[config.mk]
export PLATFORM = sky130hd
export DESIGN_NAME = user_param_ctrl
export DESIGN_NICKNAME = d
export VERILOG_FILES = /design/src/rtl/user_param_ctrl.sv
export SDC_FILE = /design/constraint.sdc
export NUM_CORES = 1
export LEC_CHECK = 0
export CAP_MARGIN = 20
export CORE_ASPECT_RATIO = 0.7
export CORE_MARGIN = 1
export CORE_UTILIZATION = 50
export DETAILED_ROUTE_END_ITERATION = 12
export GPL_TIMING_DRIVEN = 1
export PLACE_DENSITY = 0.69
export SLEW_MARGIN = 20
export SYNTH_ARGS = -nofsm -noshare
export SYNTH_HDL_FRONTEND = slang
export SYNTH_SLANG_ARGS = --single-unit
[constraint.sdc]
create_clock -name i_clk -period 4.15 [get_ports i_clk]
set_input_delay 1.0375 -clock i_clk [delete_from_list [all_inputs] [get_ports i_clk]]
set_output_delay 1.0375 -clock i_clk [all_outputs]
set_load 0.01 [all_outputs]
[src/rtl/user_param_ctrl.sv]
// Push-button tuning controller: debounced inc/dec/select buttons drive NUM_CH
// saturating WIDTH-bit values, with hold-to-auto-repeat stepping.
module user_param_ctrl #(
  parameter int NUM_CH        = 4,
  parameter int WIDTH         = 8,
  parameter int RST_VAL       = 16,
  parameter int MIN_VAL       = 0,
  parameter int MAX_VAL       = 255,
  parameter int STEP          = 1,
  parameter int DB_DELAY      = 240000,
  parameter int HOLD_DELAY    = 12000000,
  parameter int REPEAT_PERIOD = 2400000,
  localparam int SEL_W        = (NUM_CH > 1) ? $clog2(NUM_CH) : 1
) (
  input  logic                    i_clk,
  input  logic                    i_rstn,
  input  logic                    i_btn_inc,
  input  logic                    i_btn_dec,
  input  logic                    i_btn_sel,
  output logic [SEL_W-1:0]        o_sel,
  output logic [NUM_CH*WIDTH-1:0] o_values,
  output logic                    o_update,
  output logic [SEL_W-1:0]        o_update_ch
);

  localparam int DB_W    = $clog2(DB_DELAY);
  localparam int TMR_MAX = (HOLD_DELAY > REPEAT_PERIOD) ? HOLD_DELAY : REPEAT_PERIOD;
  localparam int TMR_W   = (TMR_MAX > 1) ? $clog2(TMR_MAX) : 1;
  localparam logic [WIDTH:0] STEP_W = (WIDTH+1)'(STEP);
  localparam logic [WIDTH:0] MIN_W  = (WIDTH+1)'(MIN_VAL);
  localparam logic [WIDTH:0] MAX_W  = (WIDTH+1)'(MAX_VAL);

  typedef enum logic [1:0] {ST_IDLE, ST_HOLD, ST_REPEAT} step_st_e;

  // Button index: 0 = inc, 1 = dec, 2 = sel
  logic [2:0]       raw;
  logic [2:0]       sync1_q, sync2_q, stable_q, stable_d, stable_prev_q, rise;
  logic [DB_W-1:0]  db_cnt_q [3];
  logic [DB_W-1:0]  db_cnt_d [3];
  step_st_e         st_q [2];
  step_st_e         st_d [2];
  logic [TMR_W-1:0] tmr_q [2];
  logic [TMR_W-1:0] tmr_d [2];
  logic [1:0]       step;
  logic [WIDTH-1:0] vals_q [NUM_CH];
  logic [WIDTH-1:0] vals_d [NUM_CH];
  logic [SEL_W-1:0] sel_q, sel_d, upd_ch_q, upd_ch_d;
  logic             upd_q, upd_d;
  logic [WIDTH:0]   cur, nxt;

  assign raw  = {i_btn_sel, i_btn_dec, i_btn_inc};
  assign rise = stable_q & ~stable_prev_q;

  always_comb begin
    for (int i = 0; i < 3; i++) begin
      stable_d[i] = stable_q[i];
      db_cnt_d[i] = '0;
      if (sync2_q[i] != stable_q[i]) begin
        if (db_cnt_q[i] == DB_W'(DB_DELAY - 1)) stable_d[i] = ~stable_q[i];
        else                                     db_cnt_d[i] = db_cnt_q[i] + DB_W'(1);
      end
    end
  end

  // A select rise cancels any hold/repeat and suppresses stepping that cycle
  always_comb begin
    for (int i = 0; i < 2; i++) begin
      st_d[i]  = st_q[i];
      tmr_d[i] = tmr_q[i];
      step[i]  = 1'b0;
      if (rise[2]) begin
        st_d[i]  = ST_IDLE;
        tmr_d[i] = '0;
      end else begin
        case (st_q[i])
          ST_IDLE: begin
            if (rise[i]) begin
              step[i]  = 1'b1;
              tmr_d[i] = '0;
              st_d[i]  = ST_HOLD;
            end
          end
          ST_HOLD: begin
            if (!stable_q[i]) begin
              st_d[i]  = ST_IDLE;
              tmr_d[i] = '0;
            end else if (tmr_q[i] == TMR_W'(HOLD_DELAY - 1)) begin
              step[i]  = 1'b1;
              tmr_d[i] = '0;
              st_d[i]  = ST_REPEAT;
            end else begin
              tmr_d[i] = tmr_q[i] + TMR_W'(1);
            end
          end
          ST_REPEAT: begin
            if (!stable_q[i]) begin
              st_d[i]  = ST_IDLE;
              tmr_d[i] = '0;
            end else if (tmr_q[i] == TMR_W'(REPEAT_PERIOD - 1)) begin
              step[i]  = 1'b1;
              tmr_d[i] = '0;
            end else begin
              tmr_d[i] = tmr_q[i] + TMR_W'(1);
            end
          end
          default: begin
            st_d[i]  = ST_IDLE;
            tmr_d[i] = '0;
          end
        endcase
      end
    end
  end

  always_comb begin
    sel_d    = sel_q;
    upd_d    = 1'b0;
    upd_ch_d = upd_ch_q;
    cur      = '0;
    for (int k = 0; k < NUM_CH; k++) begin
      vals_d[k] = vals_q[k];
      if (SEL_W'(k) == sel_q) cur = {1'b0, vals_q[k]};
    end
    if (step[0]) nxt = ((cur + STEP_W) > MAX_W) ? MAX_W : cur + STEP_W;
    else         nxt = (cur < (MIN_W + STEP_W)) ? MIN_W : cur - STEP_W;
    if (rise[2]) sel_d = (sel_q == SEL_W'(NUM_CH - 1)) ? '0 : sel_q + SEL_W'(1);
    // Opposing steps in the same cycle cancel; saturation yields no change
    if ((step[0] ^ step[1]) && (nxt != cur)) begin
      for (int k = 0; k < NUM_CH; k++)
        if (SEL_W'(k) == sel_q) vals_d[k] = nxt[WIDTH-1:0];
      upd_d    = 1'b1;
      upd_ch_d = sel_q;
    end
  end

  always_ff @(posedge i_clk) begin
    if (!i_rstn) begin
      sync1_q       <= '0;
      sync2_q       <= '0;
      stable_q      <= '0;
      stable_prev_q <= '0;
      sel_q         <= '0;
      upd_q         <= 1'b0;
      upd_ch_q      <= '0;
      for (int i = 0; i < 3; i++) db_cnt_q[i] <= '0;
      for (int i = 0; i < 2; i++) begin
        st_q[i]  <= ST_IDLE;
        tmr_q[i] <= '0;
      end
      for (int k = 0; k < NUM_CH; k++) vals_q[k] <= WIDTH'(RST_VAL);
    end else begin
      sync1_q       <= raw;
      sync2_q       <= sync1_q;
      stable_q      <= stable_d;
      stable_prev_q <= stable_q;
      sel_q         <= sel_d;
      upd_q         <= upd_d;
      upd_ch_q      <= upd_ch_d;
      for (int i = 0; i < 3; i++) db_cnt_q[i] <= db_cnt_d[i];
      for (int i = 0; i < 2; i++) begin
        st_q[i]  <= st_d[i];
        tmr_q[i] <= tmr_d[i];
      end
      for (int k = 0; k < NUM_CH; k++) vals_q[k] <= vals_d[k];
    end
  end

  always_comb begin
    o_values = '0;
    for (int k = 0; k < NUM_CH; k++) o_values[k*WIDTH +: WIDTH] = vals_q[k];
  end

  assign o_sel       = sel_q;
  assign o_update    = upd_q;
  assign o_update_ch = upd_ch_q;

endmodule

==> impl_summary.txt <==
----------------------------------------------------
[Status]
  Result of the run ... finished, final reports clean

[Worst setup path]
  CP max FO ... 25
  Required time of the critical path ... ~4.5 ns
  Cell with the largest stage delay on the worst path ... sky130_fd_sc_hd__ha_1
  Worst endpoint data arrival time ... between 3 and 4 ns
  Series of cell instances along the critical path ... ha_1, a211oi_1, a221oi_1, and3_1, and2_1, a21boi_1, a21oi_1, a31oi_1, a311oi_1
  Cell count of the worst reg-to-reg path ... 9
  Max stage delay on crit path ... between 0.7 and 0.8 ns
  Critical Path End Type ... register
  Worst setup path category ... register to register
  Category of the worst setup path launch point ... register

[Cells and area]
  Total number of nets in the final design ... around 940
  Layout Utilization ... 59.6%
  Fill count ... 1312
  Layout Area Growth over Synthesis ... 15.2%
  Count of inserted antenna diode cells ... 0
  Ratio of cells with drive above 1 in the final layout ... 8.16%
  Post-route non-filler standard cell count ... 1126
  Final design instance area without fill ... approximately 8900 um2

[GRT]
  Overall fraction of global-route tracks in use ... between 20% and 30%
  Number of antenna violations at the first check in global routing ... 0
  Total overflow reported by the global router ... 0
  Maximum number of pins on one net before global-route repair ... 41
  Wire length of the first global-routing pass ... roughly 27000 um
  Via count of the first global-routing pass ... ~5500

[STA]
  Tightest Pin Transition ... ~0.9 ns
  Maximum operating frequency ... around 280 MHz
  Final worst-path cycle share ... 85.7%
  Setup repair after global routing missed its margin ... false
  Worst rel slew slack ... about two fifths
  Fin. max-slew vios ... 0
  Setup slack of the critical path after layout ... ~0.6 ns
  Final setup vio count ... 0
  Count of endpoints failing hold in the final timing report ... 0
  Sum Neg Setup Slack ... 0 ns
  Final critical-path required period ... approximately 3.6 ns
  Worst setup skew after layout ... 0.0107 ns

[Worst hold path]
  Class of the worst hold path ... register to register
  WHS Path Cells ... 1

[Clock tree]
  TritonCTS Buffers ... 17
  Clock transition at path regs ... about 0.060 ns
  CTS tree ... yes
  Clk sinks ... 155
  Buffer cell driving the clock tree root ... sky130_fd_sc_hd__clkbuf_16
  Clock Latency Late Sink ... ~0.43 ns
  Cts-stage hold buffer count ... 0
  Clock Tree Buf Depth ... 2
  H-Tree Level Count ... 4
  Number of post-CTS setup repair buffers ... 0
  Number of resized instances in the post-cts repair step ... 0

[Drt]
  Number of detailed-route iterations in the first pass ... 5
  Remaining DRCs ... 0
  Average wire per standard cell ... between 10 and 15 um
  Routed wire length ... roughly 16000 um
  Post-route ant nets ... 0
  DR iter-0 viols ... 407
  Detailed-route vias per instance ... 5.39
  Count of vias placed by the detailed router ... around 6000

[Floorplan]
  Cell row count ... 37
  Horiz. Die Dim ... about 150 um
  Die height ... roughly 110 um
  Number of top-level pins ... 42
  Core region area ... ~15000 um2
  Initial core utilization ... a little over 50%
  Die area ... roughly 16000 um2

[Logic synthesis]
  Most common cell in the netlist ... sky130_fd_sc_hd__dfxtp_1
  Warnings, synthesis ... 0
  Ys flop type ... sky130_fd_sc_hd__dfxtp_1
  Number of storage elements in the synthesis netlist ... about 160
  Largest cells by area after synthesis ... sky130_fd_sc_hd__dfxtp_1 40%, sky130_fd_sc_hd__nor2_1 6.6%, sky130_fd_sc_hd__xor2_1 6.0%, sky130_fd_sc_hd__nand2_1 4.7%, sky130_fd_sc_hd__mux2i_1 4.6%
  Area share of the largest cell type after synthesis ... between 40% and 50%
  Average instance area after synthesis ... roughly 8.7 um2
  Commonest cells in the netlist ... 155 x sky130_fd_sc_hd__dfxtp_1, 135 x sky130_fd_sc_hd__nor2_1, 96 x sky130_fd_sc_hd__nand2_1, 53 x sky130_fd_sc_hd__nand3_1, 53 x sky130_fd_sc_hd__xor2_1
  Cell area after technology mapping ... 7690 um2
  Netlist cell types ... between 80 and 90
  Count of flip-flops with a built-in enable after synthesis ... 0
  Share of async-settable or async-resettable flops after synthesis ... 0%
  Portion of the post-synthesis area used by sequential elements ... between 40% and 50%
  Mapped Cells ... between 800 and 900
  Cell type with the largest total area after synthesis ... sky130_fd_sc_hd__dfxtp_1
  Net count of the mapped netlist ... between 900 and 1000

[Placement]
  Quantity of I/O buffers inserted on ports ... between 40 and 50
  Post-DP Area ... a little over 8000 um2
  Setup slack after placement ... 0.656 ns
  Placer Congestion ... roughly 0.88
  Half-perimeter wire length after placement ... 11400 um
  Post-placement cell count ... 1094

[Pwr]
  Leakage power figure ... roughly 3.0 nW
  Power per Cell Area ... between 300 and 400 nW/um2
  Maximum vdd ir drop ... between 0.0002 and 0.00025 V

[Run]
  Maximum capacitance violations ... 0

----------------------------------------------------
-- cell type report --
type	instances	area, um2	share of cell area [%]
clock inverters	9	134	1.51
flip-flops and latches	155	3100	35.0
well taps	195	244	2.75
repair buffers	48	463	5.22
inverters	20	75.1	0.847
multi-input cells	676	4360	49.1
clock buffers	23	488	5.51
-- per-stage QoR --
stage                     power (mW)  hold WS (ns)
after CTS                       3.23         0.443
after detailed placement        1.61         0.426
after global placement          1.61         0.429
after global routing            3.31         0.451
final                           3.20         0.438
after floorplan                 1.59         0.412
-- where the power goes --
| part | internal (mW) | switching [mW] |
|---|---|---|
| Clock | 1.01 | 0.614 |
| Sequential | 1.50 | 0.00732 |
| Combinational | 0.0236 | 0.0514 |
-- final timing paths --
| kind | from | endpoint | slack (ns) |
|---|---|---|---|
| max | o_sel[1] | vals_q[1][1] | 0.59 |
| min | sync1_q[1] | sync2_q[1] | 0.44 |
| max reg2reg | o_sel[1] | vals_q[1][1] | 0.59 |
| min reg2reg | sync1_q[1] | sync2_q[1] | 0.44 |
-- critical path, delay by kind of cell, from the launching register on --
family | cells | cell delay (ns)
DFF | 1 | 0.41
adders and majority gates | 1 | 0.78
AOI/OAI and AO/OA | 6 | 1.77
and+or+nand+nor | 2 | 0.50
-- state kept, by name, indices dropped and copies added (netlist names) --
| register | flops |
|---|---|
| db_cnt_q | 54 |
| o_sel | 2 |
| o_update | 1 |
| o_update_ch | 2 |
| st_q | 4 |
| stable_prev_q | 3 |
| stable_q | 3 |
| sync1_q | 3 |
| sync2_q | 3 |
| tmr_q | 48 |
| vals_q | 32 |
-- cells in the final DEF, fill, tap and decap left out, types with 5 or more instances in the layout --
| cell type | count |
|---|---|
| sky130_fd_sc_hd__clkbuf_16 | 17 |
| sky130_fd_sc_hd__o21ai_0 | 16 |
| sky130_fd_sc_hd__xnor2_1 | 38 |
| sky130_fd_sc_hd__nor2b_1 | 8 |
| sky130_fd_sc_hd__mux2i_1 | 35 |
| sky130_fd_sc_hd__and4_1 | 6 |
| sky130_fd_sc_hd__nand2_1 | 96 |
| sky130_fd_sc_hd__nand4_1 | 14 |
| sky130_fd_sc_hd__nor3b_1 | 12 |
| sky130_fd_sc_hd__nand3_1 | 53 |
| sky130_fd_sc_hd__or3_1 | 9 |
| sky130_fd_sc_hd__ha_1 | 20 |
| sky130_fd_sc_hd__and3_1 | 22 |
| sky130_fd_sc_hd__a311oi_1 | 5 |
| sky130_fd_sc_hd__and3_2 | 5 |
| sky130_fd_sc_hd__clkdlybuf4s50_1 | 41 |
| sky130_fd_sc_hd__xor2_1 | 53 |
| sky130_fd_sc_hd__inv_1 | 18 |
| sky130_fd_sc_hd__nand2b_1 | 6 |
| sky130_fd_sc_hd__buf_4 | 7 |
| sky130_fd_sc_hd__a211oi_1 | 8 |
| sky130_fd_sc_hd__nor2_1 | 135 |
| sky130_fd_sc_hd__nor3_1 | 8 |
| sky130_fd_sc_hd__and2_1 | 17 |
| sky130_fd_sc_hd__nand3b_1 | 9 |
| sky130_fd_sc_hd__dfxtp_1 | 155 |
| sky130_fd_sc_hd__a21oi_1 | 21 |
-- metal layers --
| metal | GRT usage [%] | wire [um] |
|---|---|---|
| met1 | 31.5 | 8740 |
| met2 | 31.3 | 6780 |
| met3 | 4.72 | 631 |
| met4 | 6.64 | 165 |
| met5 | 0 | 0 |
-- logic make-up (layout without fill, tap and decap cells) --
family	Yosys count	in the layout	share of synthesized area, %
mux	36	36	4.70
simple gates	436	436	28.8
compound gates	93	93	9.50
flops	155	155	40.3
xor+xnor	91	91	10.4
fa+ha+maj	20	20	3.25
buf+inv	50	100	3.06
No activity file was read; power rests on OpenSTA's default activity.
